`src/rtl/atm_pkg.sv`:
```
// Shared types for the ATM session controller: FSM state encoding and
// the error codes reported alongside the issue pulse.
package atm_pkg;

  typedef enum logic [1:0] {
    IDLE     = 2'd0,
    WAIT_CHK = 2'd1,
    WAIT_AMT = 2'd2,
    LOCK     = 2'd3
  } state_t;

  localparam logic [1:0] ERR_NONE = 2'd0;
  localparam logic [1:0] ERR_PIN  = 2'd1;
  localparam logic [1:0] ERR_AMT  = 2'd2;
  localparam logic [1:0] ERR_TMO  = 2'd3;

endpackage

```
`src/rtl/atm_timeout_ctr.sv`:
```
// Inactivity counter for the session wait states. Counts enabled cycles
// since the last clear and raises expire during the TIMEOUT-th idle cycle,
// so the owning FSM acts on it at the edge that closes that cycle.
module atm_timeout_ctr #(
  parameter int TIMEOUT = 8
) (
  input  logic clk,
  input  logic rst,
  input  logic clr,
  input  logic en,
  output logic expire
);

  localparam int CW = $clog2(TIMEOUT + 1);

  logic [CW-1:0] cnt;

  assign expire = en && (cnt == CW'(TIMEOUT - 1));

  // Idle-cycle counter; holds once expired until the FSM leaves the wait state.
  always_ff @(posedge clk) begin
    if (rst || clr) begin
      cnt <= '0;
    end else if (en && !expire) begin
      cnt <= cnt + CW'(1);
    end
  end

endmodule

```
`src/rtl/atm_session_ctrl.sv`:
```
// ATM card-session controller: PIN entry/confirm, withdrawal against a
// running balance and per-withdrawal limit, retry lockout with operator
// unlock. Define ATM_TIMEOUT_EN to compile in the inactivity timeout for
// the two wait states; without it those states wait indefinitely.
module atm_session_ctrl
  import atm_pkg::*;
#(
  parameter int PIN_W     = 14,
  parameter int AMT_W     = 15,
  parameter int BAL_W     = 17,
  parameter int BAL_INIT  = 50000,
  parameter int WD_LIMIT  = 20000,
  parameter int MAX_TRIES = 3,
  parameter int TIMEOUT   = 8
) (
  input  logic                             clk,
  input  logic                             rst,
  input  logic                             pin_ent,
  input  logic [PIN_W-1:0]                 pin,
  input  logic                             pin_chk,
  input  logic [PIN_W-1:0]                 pin_cnfm,
  input  logic                             amt_ent,
  input  logic [AMT_W-1:0]                 amt,
  input  logic                             unlock,
  output logic                             disp,
  output logic                             issue,
  output logic [1:0]                       err_code,
  output logic                             locked,
  output logic [$clog2(MAX_TRIES+1)-1:0]   tries,
  output logic [BAL_W-1:0]                 balance
);

  localparam int TRY_W = $clog2(MAX_TRIES + 1);
  localparam logic [BAL_W-1:0] LIMIT    = BAL_W'(WD_LIMIT);
  localparam logic [BAL_W-1:0] BAL_RST  = BAL_W'(BAL_INIT);
  localparam logic [TRY_W-1:0] TRY_MAX  = TRY_W'(MAX_TRIES);

  state_t           state;
  logic [PIN_W-1:0] pin_q;
  logic [BAL_W-1:0] amt_ext;
  logic             amt_ok;
  logic [TRY_W-1:0] tries_inc;
  logic             expire;

  assign amt_ext   = BAL_W'(amt);
  assign amt_ok    = (amt_ext != '0) && (amt_ext <= LIMIT) && (amt_ext <= balance);
  assign tries_inc = tries + TRY_W'(1);

`ifdef ATM_TIMEOUT_EN
  logic tmo_en;
  logic tmo_clr;

  // The counter runs only in the wait states and restarts whenever a strobe
  // is accepted, so each wait state is entered with a fresh count.
  assign tmo_en  = (state == WAIT_CHK) || (state == WAIT_AMT);
  assign tmo_clr = !tmo_en
                || ((state == WAIT_CHK) && pin_chk)
                || ((state == WAIT_AMT) && amt_ent);

  atm_timeout_ctr #(
    .TIMEOUT (TIMEOUT)
  ) u_tmo (
    .clk    (clk),
    .rst    (rst),
    .clr    (tmo_clr),
    .en     (tmo_en),
    .expire (expire)
  );
`else
  assign expire = 1'b0;
`endif

  // Session FSM with registered one-cycle disp/issue pulses; strobes take
  // priority over a coincident timeout expiry.
  always_ff @(posedge clk) begin
    if (rst) begin
      state    <= IDLE;
      pin_q    <= '0;
      disp     <= 1'b0;
      issue    <= 1'b0;
      err_code <= ERR_NONE;
      locked   <= 1'b0;
      tries    <= '0;
      balance  <= BAL_RST;
    end else begin
      disp     <= 1'b0;
      issue    <= 1'b0;
      err_code <= ERR_NONE;
      case (state)
        IDLE: begin
          if (pin_ent) begin
            pin_q <= pin;
            state <= WAIT_CHK;
          end
        end
        WAIT_CHK: begin
          if (pin_chk) begin
            if (pin_cnfm == pin_q) begin
              tries <= '0;
              state <= WAIT_AMT;
            end else begin
              tries    <= tries_inc;
              issue    <= 1'b1;
              err_code <= ERR_PIN;
              if (tries_inc == TRY_MAX) begin
                locked <= 1'b1;
                state  <= LOCK;
              end else begin
                state <= IDLE;
              end
            end
          end else if (expire) begin
            issue    <= 1'b1;
            err_code <= ERR_TMO;
            state    <= IDLE;
          end
        end
        WAIT_AMT: begin
          if (amt_ent) begin
            if (amt_ok) begin
              balance <= balance - amt_ext;
              disp    <= 1'b1;
            end else begin
              issue    <= 1'b1;
              err_code <= ERR_AMT;
            end
            state <= IDLE;
          end else if (expire) begin
            issue    <= 1'b1;
            err_code <= ERR_TMO;
            state    <= IDLE;
          end
        end
        LOCK: begin
          if (unlock) begin
            tries  <= '0;
            locked <= 1'b0;
            state  <= IDLE;
          end
        end
        default: state <= IDLE;
      endcase
    end
  end

endmodule

```
`config.mk`:
```
export PLATFORM = sky130hd
export DESIGN_NAME = atm_session_ctrl
export DESIGN_NICKNAME = d
export VERILOG_FILES = /design/src/rtl/atm_pkg.sv /design/src/rtl/atm_timeout_ctr.sv /design/src/rtl/atm_session_ctrl.sv
export SDC_FILE = /design/constraint.sdc
export NUM_CORES = 1
export LEC_CHECK = 0
export ABC_AREA = 1
export ABC_CLOCK_PERIOD_IN_PS = 4900
export BUFFER_PORTS_ARGS = -buffer_cell sky130_fd_sc_hd__buf_2
export CAP_MARGIN = 5
export CORE_UTILIZATION = 58
export DETAILED_ROUTE_END_ITERATION = 8
export PLACE_DENSITY = 0.86
export SYNTH_ARGS = -nofsm -noshare
export SYNTH_HDL_FRONTEND = slang
export SYNTH_SLANG_ARGS = --single-unit
```
`constraint.sdc`:
```
create_clock -name clk -period 4.9 [get_ports clk]
set_clock_uncertainty 0.1 [all_clocks]
set_input_delay 0.49 -clock clk [delete_from_list [all_inputs] [get_ports clk]]
set_output_delay 0.49 -clock clk [all_outputs]
set_load 0.01 [all_outputs]
```
==> results of run 1 <==
[cells by family after synthesis]
| family | share of synthesized area [%] |
|---|---|
| xor+xnor | 5.35 |
| simple gates | 36.1 |
| fa+ha+maj | 9.17 |
| buf+inv | 12.0 |
| flops | 27.2 |
| compound gates | 10.2 |
[cells in the final DEF, fill, tap and decap left out, drive strengths merged, types with 2 or more instances in the layout]
master	n
nand2	126
inv	82
nor2	75
buf	72
dfxtp	40
a21oi	30
nand3	29
o21ai	22
ha	20
xor2	14
nor3	8
clkbuf	5
xnor2	4
nand3b	3
or2	3
nand4	2
clkinv	2
[state kept, by name (all words and copies together) (netlist names)]
| name | flops |
|---|---|
| locked | 1 |
| tries | 2 |
| pin_q | 14 |
| state | 2 |
| err_code | 2 |
| balance | 17 |
| issue | 1 |
| disp | 1 |
[worst max-delay path by stage]
| stage | startpoint | endpoint | slack, ps | cells after the start |
|---|---|---|---|---|
| after floorplan | amt[0] | balance[16] | 2820 | 12 |
| after CTS | balance[0] | balance[16] | 2720 | 13 |
| after detailed placement | amt[9] | balance[2] | 2420 | 12 |
| after global routing | balance[0] | balance[16] | 2460 | 13 |
| after global placement | amt[9] | balance[2] | 2450 | 12 |
| final | balance[0] | balance[16] | 2690 | 13 |
[routing by layer]
metal,track usage [%],share of wire [%],wire length (um)
met1,36.8,47,3330
met2,46.0,46,3260
met3,5.21,5.4,382
met4,8.93,1.4,99
met5,0,0,0
[stage by stage]
step                      hold WS, ps  power (mW)  utilization [%]
after global placement            343       0.944             69.5
after floorplan                   332       0.831                -
after detailed placement          348       0.966             69.5
final                             320        1.18             71.2
after CTS                         316        1.18             71.2
after global routing              324        1.29             71.2
[power by group]
| group | switching [mW] | total (mW) | internal (mW) |
|---|---|---|---|
| logic | 0.326 | 0.525 | 0.199 |
| registers | 0.0479 | 0.441 | 0.393 |
| clock network | 0.119 | 0.216 | 0.0965 |
| total | 0.493 | 1.18 | 0.689 |
[cell type report]
class | count | share of cell area, %
Clock inverter | 2 | 0.365
Multi-Input combinational cell | 341 | 52.2
Inverter | 83 | 9.08
Clock buffer | 5 | 2.01
Sequential cell | 40 | 23.3
Tap cell | 67 | 2.44
Timing Repair Buffer | 72 | 10.5
[worst max-delay path, delay by kind of cell, from the launching register on]
kind            cells  cell delay (ps)
buf+inv             1               50
fa+ha+maj           2              600
simple gates        9              930
compound gates      1              120
flops               1              340
==> impl_metrics.toml, run 1 <==
[placed_design]
placed_cells = 603
dpl_worst_slack_ps = 2420
place_congestion = 1.01
dpl.hpwl_um = 5590
dpl_cell_area_um2 = 3350
portBuffers = 72

[timing]
tns_ps = 0
setup_viol = 0
layout_setup_ws_ps = 2690
rsz0062_at_grt = "no"
tightest_slew_ps = 984
final_max_slew_viol_count = 0
hold_viol = 0
fin_crit_sh_pct = 45.1
slew_headroom_pct = 34.3
period_needed_ps = 2210
max_clock_freq_mhz = 452

[synth]
avgSynthCellArea_um2 = 6.26
ys_warn_count = 0
synthCells = 471
syn-num-nets = 541
synth_cell_types = 32
synth_most_common_cell = "nand2_1"
netlist_top_cells_area = "dfxtp_1, nand2_1, inv_1"
seq_area_frac_synth_pct = 27.2
synthFlopType = "dfxtp_1"
synthArstFlopShare_pct = 0
syn-cell-area_um2 = 2950
synth_edf_count = 0
ys_ff_latch = 40
synth_top_area_cell = "dfxtp_1"
yosys-top-cells-count = "nand2_1, inv_1, nor2_1"
synth.top_cell.area_share_pct = 27.2

[clock_tree]
clk_path_buf_depth = 2
cts_made_buffers = 5
path_clk_slew_ps = 80
post_cts_resized = 0
cts-root-buf = "clkbuf_8"
postCtsHoldBufs = 0
htreeDepth = 2
postCtsSetupRepairBufs = 0
clk-insertion-delay-late_ps = 300
cts_tree = "done"
clkSinkCount = 40

[floorplanning]
ios = 73
std_cell_rows = 25
die_area_um2 = 5370
die_w_um = 73.3
dieHeight_um = 73.3
core-area_um2 = 4820
initial_core_util_pct = 61.2

[critical_path]
timing.rr.start = "balance[0]"
cpMostUsedCell = "nand2_1"
critPathMaxFanout = 4
cp.arrival_ps = 2350
crit_path_end_kind = "register"
path_class = "reg -> reg"
r2r-end = "balance[16]"
startpoint_type = "register"
cp_slowest_cell = "fa_1"
rrSetupSlack_ps = 2690
critPathRequiredTime_ps = 5040
worst-r2r-cell-count = 13
max_stage_delay_ps = 400
crit_chain = "inv_1 > ha_1 > fa_1 > nand3b_1 > nand2_1 > nand2_1 > nand2_1 > nand2_1 > nand2_1 > nand2_1 > nand2_1 > nand3_1 > a21oi_2"

[layout]
insertedDiodeCount = 0
multi_input_comb_area_um2 = 1790
layout-drive-gt1-share_pct = 18.6
fin_cells = 610
nNetsFinal = 613
n_fill_cell = 455
area_delta_synth_final_pct = 16.4
register_area_um2 = 801
fin_area_um2 = 3430

[detailed_routing]
routed_wl_um = 7070
avgViaCountPerCell = 5.01
drc = 0
drtIter0Drc = 167
dr.pass1.iters = 5
ant_nets = 0
routedWlPerCell_um = 11.6
vias = 3059

[min_path]
hold-path-endpoint = "balance[16]"
min_delay_path_depth = 2
min_from = "rst"
hold_path_class = "in -> reg"

[global_route]
grt_max_degree = 35
grt_pass1_vias = 2739
antenna_found_initial = 0
overflow = 0
grt_pass1_wl_um = 11700
grt_usage_pct = 27.9

[pwr]
peakVddDrop_uv = 241
power_density_nw_per_um2 = 345
power_leakage_nw = 1.89

[outcome]
run_status = "complete, no violations"

[flow_run]
drv_cap = 0
Power figures use the tool's default switching activity.
==> inputs of run 2 (changes only) <==
- ABC_AREA: 1 -> 0
- ABC_CLOCK_PERIOD_IN_PS: 4900 -> 1800
- CORE_UTILIZATION: 58 -> 47
- PLACE_DENSITY: 0.86 -> 0.76
- clock period: 4.9 -> 1.8 ns (I/O delays scaled with it)
==> impl_metrics.toml, run 2 <==
[synth]
synthArstFlopShare_pct = 0
syn-num-nets = 397
netlist_top_cells_area = "dfxtp_1, ha_1, a21oi_1"
avgSynthCellArea_um2 = 7.81
syn-cell-area_um2 = 2550
synth.top_cell.area_share_pct = 31.3
synth_top_area_cell = "dfxtp_1"
synthFlopType = "dfxtp_1"
ys_ff_latch = 40
synth_most_common_cell = "nand2_1"
ys_warn_count = 0
yosys-top-cells-count = "nand2_1, dfxtp_1, a21oi_1"
synthCells = 327
synth_cell_types = 49
synth_edf_count = 0
seq_area_frac_synth_pct = 31.3

[timing]
hold_viol = 0
fin_crit_sh_pct = 133
tightest_slew_ps = 479
whs_ps = 1.98
setup_viol = 21
slew_headroom_pct = 68.1
max_clock_freq_mhz = 418
period_needed_ps = 2390
tns_ps = -9380
rsz0062_at_grt = "yes"
final_max_slew_viol_count = 0
layout_setup_ws_ps = -593

[clock_tree]
clk-insertion-delay-late_ps = 310
postCtsHoldBufs = 0
clkSinkCount = 40
cts_made_buffers = 5
cts-root-buf = "clkbuf_8"
clk_path_buf_depth = 2
htreeDepth = 2
cts_tree = "done"
path_clk_slew_ps = 90

[floorplanning]
die_w_um = 75.7
ios = 73
die_area_um2 = 5740
core-area_um2 = 5170
initial_core_util_pct = 49.4
dieHeight_um = 75.7
std_cell_rows = 26

[critical_path]
crit_path_end_kind = "register"
critPathRequiredTime_ps = 1950
worst-r2r-cell-count = 9
cp.arrival_ps = 2540
path_class = "reg -> reg"
startpoint_type = "register"
rrSetupSlack_ps = -590
timing.rr.start = "balance[5]"
critPathMaxFanout = 5
r2r-end = "balance[10]"

[detailed_routing]
routed_wl_um = 7600
vias = 2824
avgViaCountPerCell = 5.25
drtIter0Drc = 141
drc = 0
ant_nets = 0
dr.pass1.iters = 4
routedWlPerCell_um = 14.1

[global_route]
overflow = 0
grt_pass1_vias = 2631
grt_usage_pct = 26.4
grt_max_degree = 19
antenna_found_initial = 0
grt_pass1_wl_um = 11400

[layout]
area_delta_synth_final_pct = 52.2
top_register = "balance"
reg_top3 = "balance: 17 flops, pin_q: 14 flops"
mostFrequentLayoutCells = "buf_2, buf_4, nand2_1"
nNetsFinal = 537
final_common_cell = "buf_2"
largest_register_ffs = 17
fin_cells = 538
layout-drive-gt1-share_pct = 42.7
insertedDiodeCount = 0

[flow_run]
drv_cap = 0

[outcome]
violations = "negative setup slack"
run_status = "finished with violations"

[placed_design]
place_congestion = 0.944
dpl.hpwl_um = 5540
dpl_worst_slack_ps = -610
portBuffers = 72
placed_cells = 521

[pwr]
internal-power_mw = 1.59
clkPwrFrac_pct = 34.9
pwr-share-seq_pct = 42.0
peakVddDrop_uv = 357
power_leakage_nw = 1.86
power_density_nw_per_um2 = 578
power.switching_mw = 0.661
power_mw = 2.25
swShare_pct = 29.4
combinationalPowerShare_pct = 23.2

[min_path]
min_from = "pin[1]"
hold_path_class = "in -> reg"
min_delay_path_depth = 3
hold-path-endpoint = "pin_q[1]"
[run 2: changes by cell type in the layout (fill, tap and decap cells not counted), sizes merged, moves of 5 or more]
cell,previous run,this run
nand3,29,5
mux2i,0,7
nor4,0,5
nor2,75,31
buf,72,143
nand2,126,45
o21ai,22,7
a211oi,0,6
inv,82,29
a21oi,30,36
[run 2: per-stage QoR]
step	instance area, um2	utilization, %
detailed placement	3560	68.8
CTS	3760	72.8
global route	3890	75.2
floorplan	2710	-
finish	3890	75.2
global placement	3560	68.8
[run 2: repair_timing]
action | in CTS | in global routing
gates cloned | 0 | 1
endpoints found under the setup margin | 22 | 39
buffers inserted | 5 | 3
pin swaps | 7 | 15
resized for setup | 14 | 21
[run 2: cell type report]
| cell class | instances | area [um2] |
|---|---|---|
| clock buffer | 5 | 68.8 |
| clock inverter | 3 | 45.0 |
| fill | 382 | 1280 |
| inverter | 27 | 101 |
| multi-input combinational | 250 | 1860 |
| sequential | 40 | 817 |
| tap | 70 | 87.6 |
| timing repair buffer | 143 | 908 |
[run 2: kinds of logic (layout without fill, tap and decap cells)]
family / after synthesis / after routing / synth area share (%)
and+or+nand+nor: 118 / 118 / 21.5
AOI/OAI and AO/OA: 80 / 80 / 20.0
DFF: 40 / 40 / 31.3
buffers and inverters: 37 / 178 / 5.63
xor gates and xnor gates: 24 / 24 / 8.23
adders and majority gates: 21 / 21 / 10.6
muxes: 7 / 7 / 2.74
[run 2: metal layers]
layer,vias to the layer above,share of wire (%),global-route usage [%]
met5,-,0,0
met4,0,1.4,10.7
met3,11,4.7,4.76
met2,73,51,46.5
met1,1317,43,31.7
li1,1423,-,-
[run 2: power by group through the flow]
stage | clock, mW | combinational [mW] | sequential (mW)
floorplan | 0 | 0.275 | 0.962
global placement | 0 | 0.457 | 0.959
detailed placement | 0 | 0.469 | 0.962
CTS | 0.792 | 0.483 | 0.941
global route | 0.831 | 0.578 | 0.948
finish | 0.784 | 0.521 | 0.944
[run 2: how the worst max path moves through the flow]
stage	start	end	slack (ps)	depth (start not counted)
2_1_floorplan	balance[8]	balance[16]	-420	9
3_3_place_gp	amt[7]	balance[15]	-560	11
3_5_place_dp	amt[7]	balance[10]	-610	11
4_1_cts	balance[8]	balance[15]	-550	9
5_1_grt	balance[0]	balance[10]	-670	10
6_report	balance[5]	balance[10]	-590	9
[run 2: worst max-delay path, stage by stage (launching register included)]
cell	delay, ps
dfxtp_4	360
ha_4	290
nand2_2	50
or3_4	370
a21oi_4	130
o211a_1	210
o2111ai_4	160
buf_6	170
or3b_1	340
a21oi_1	140
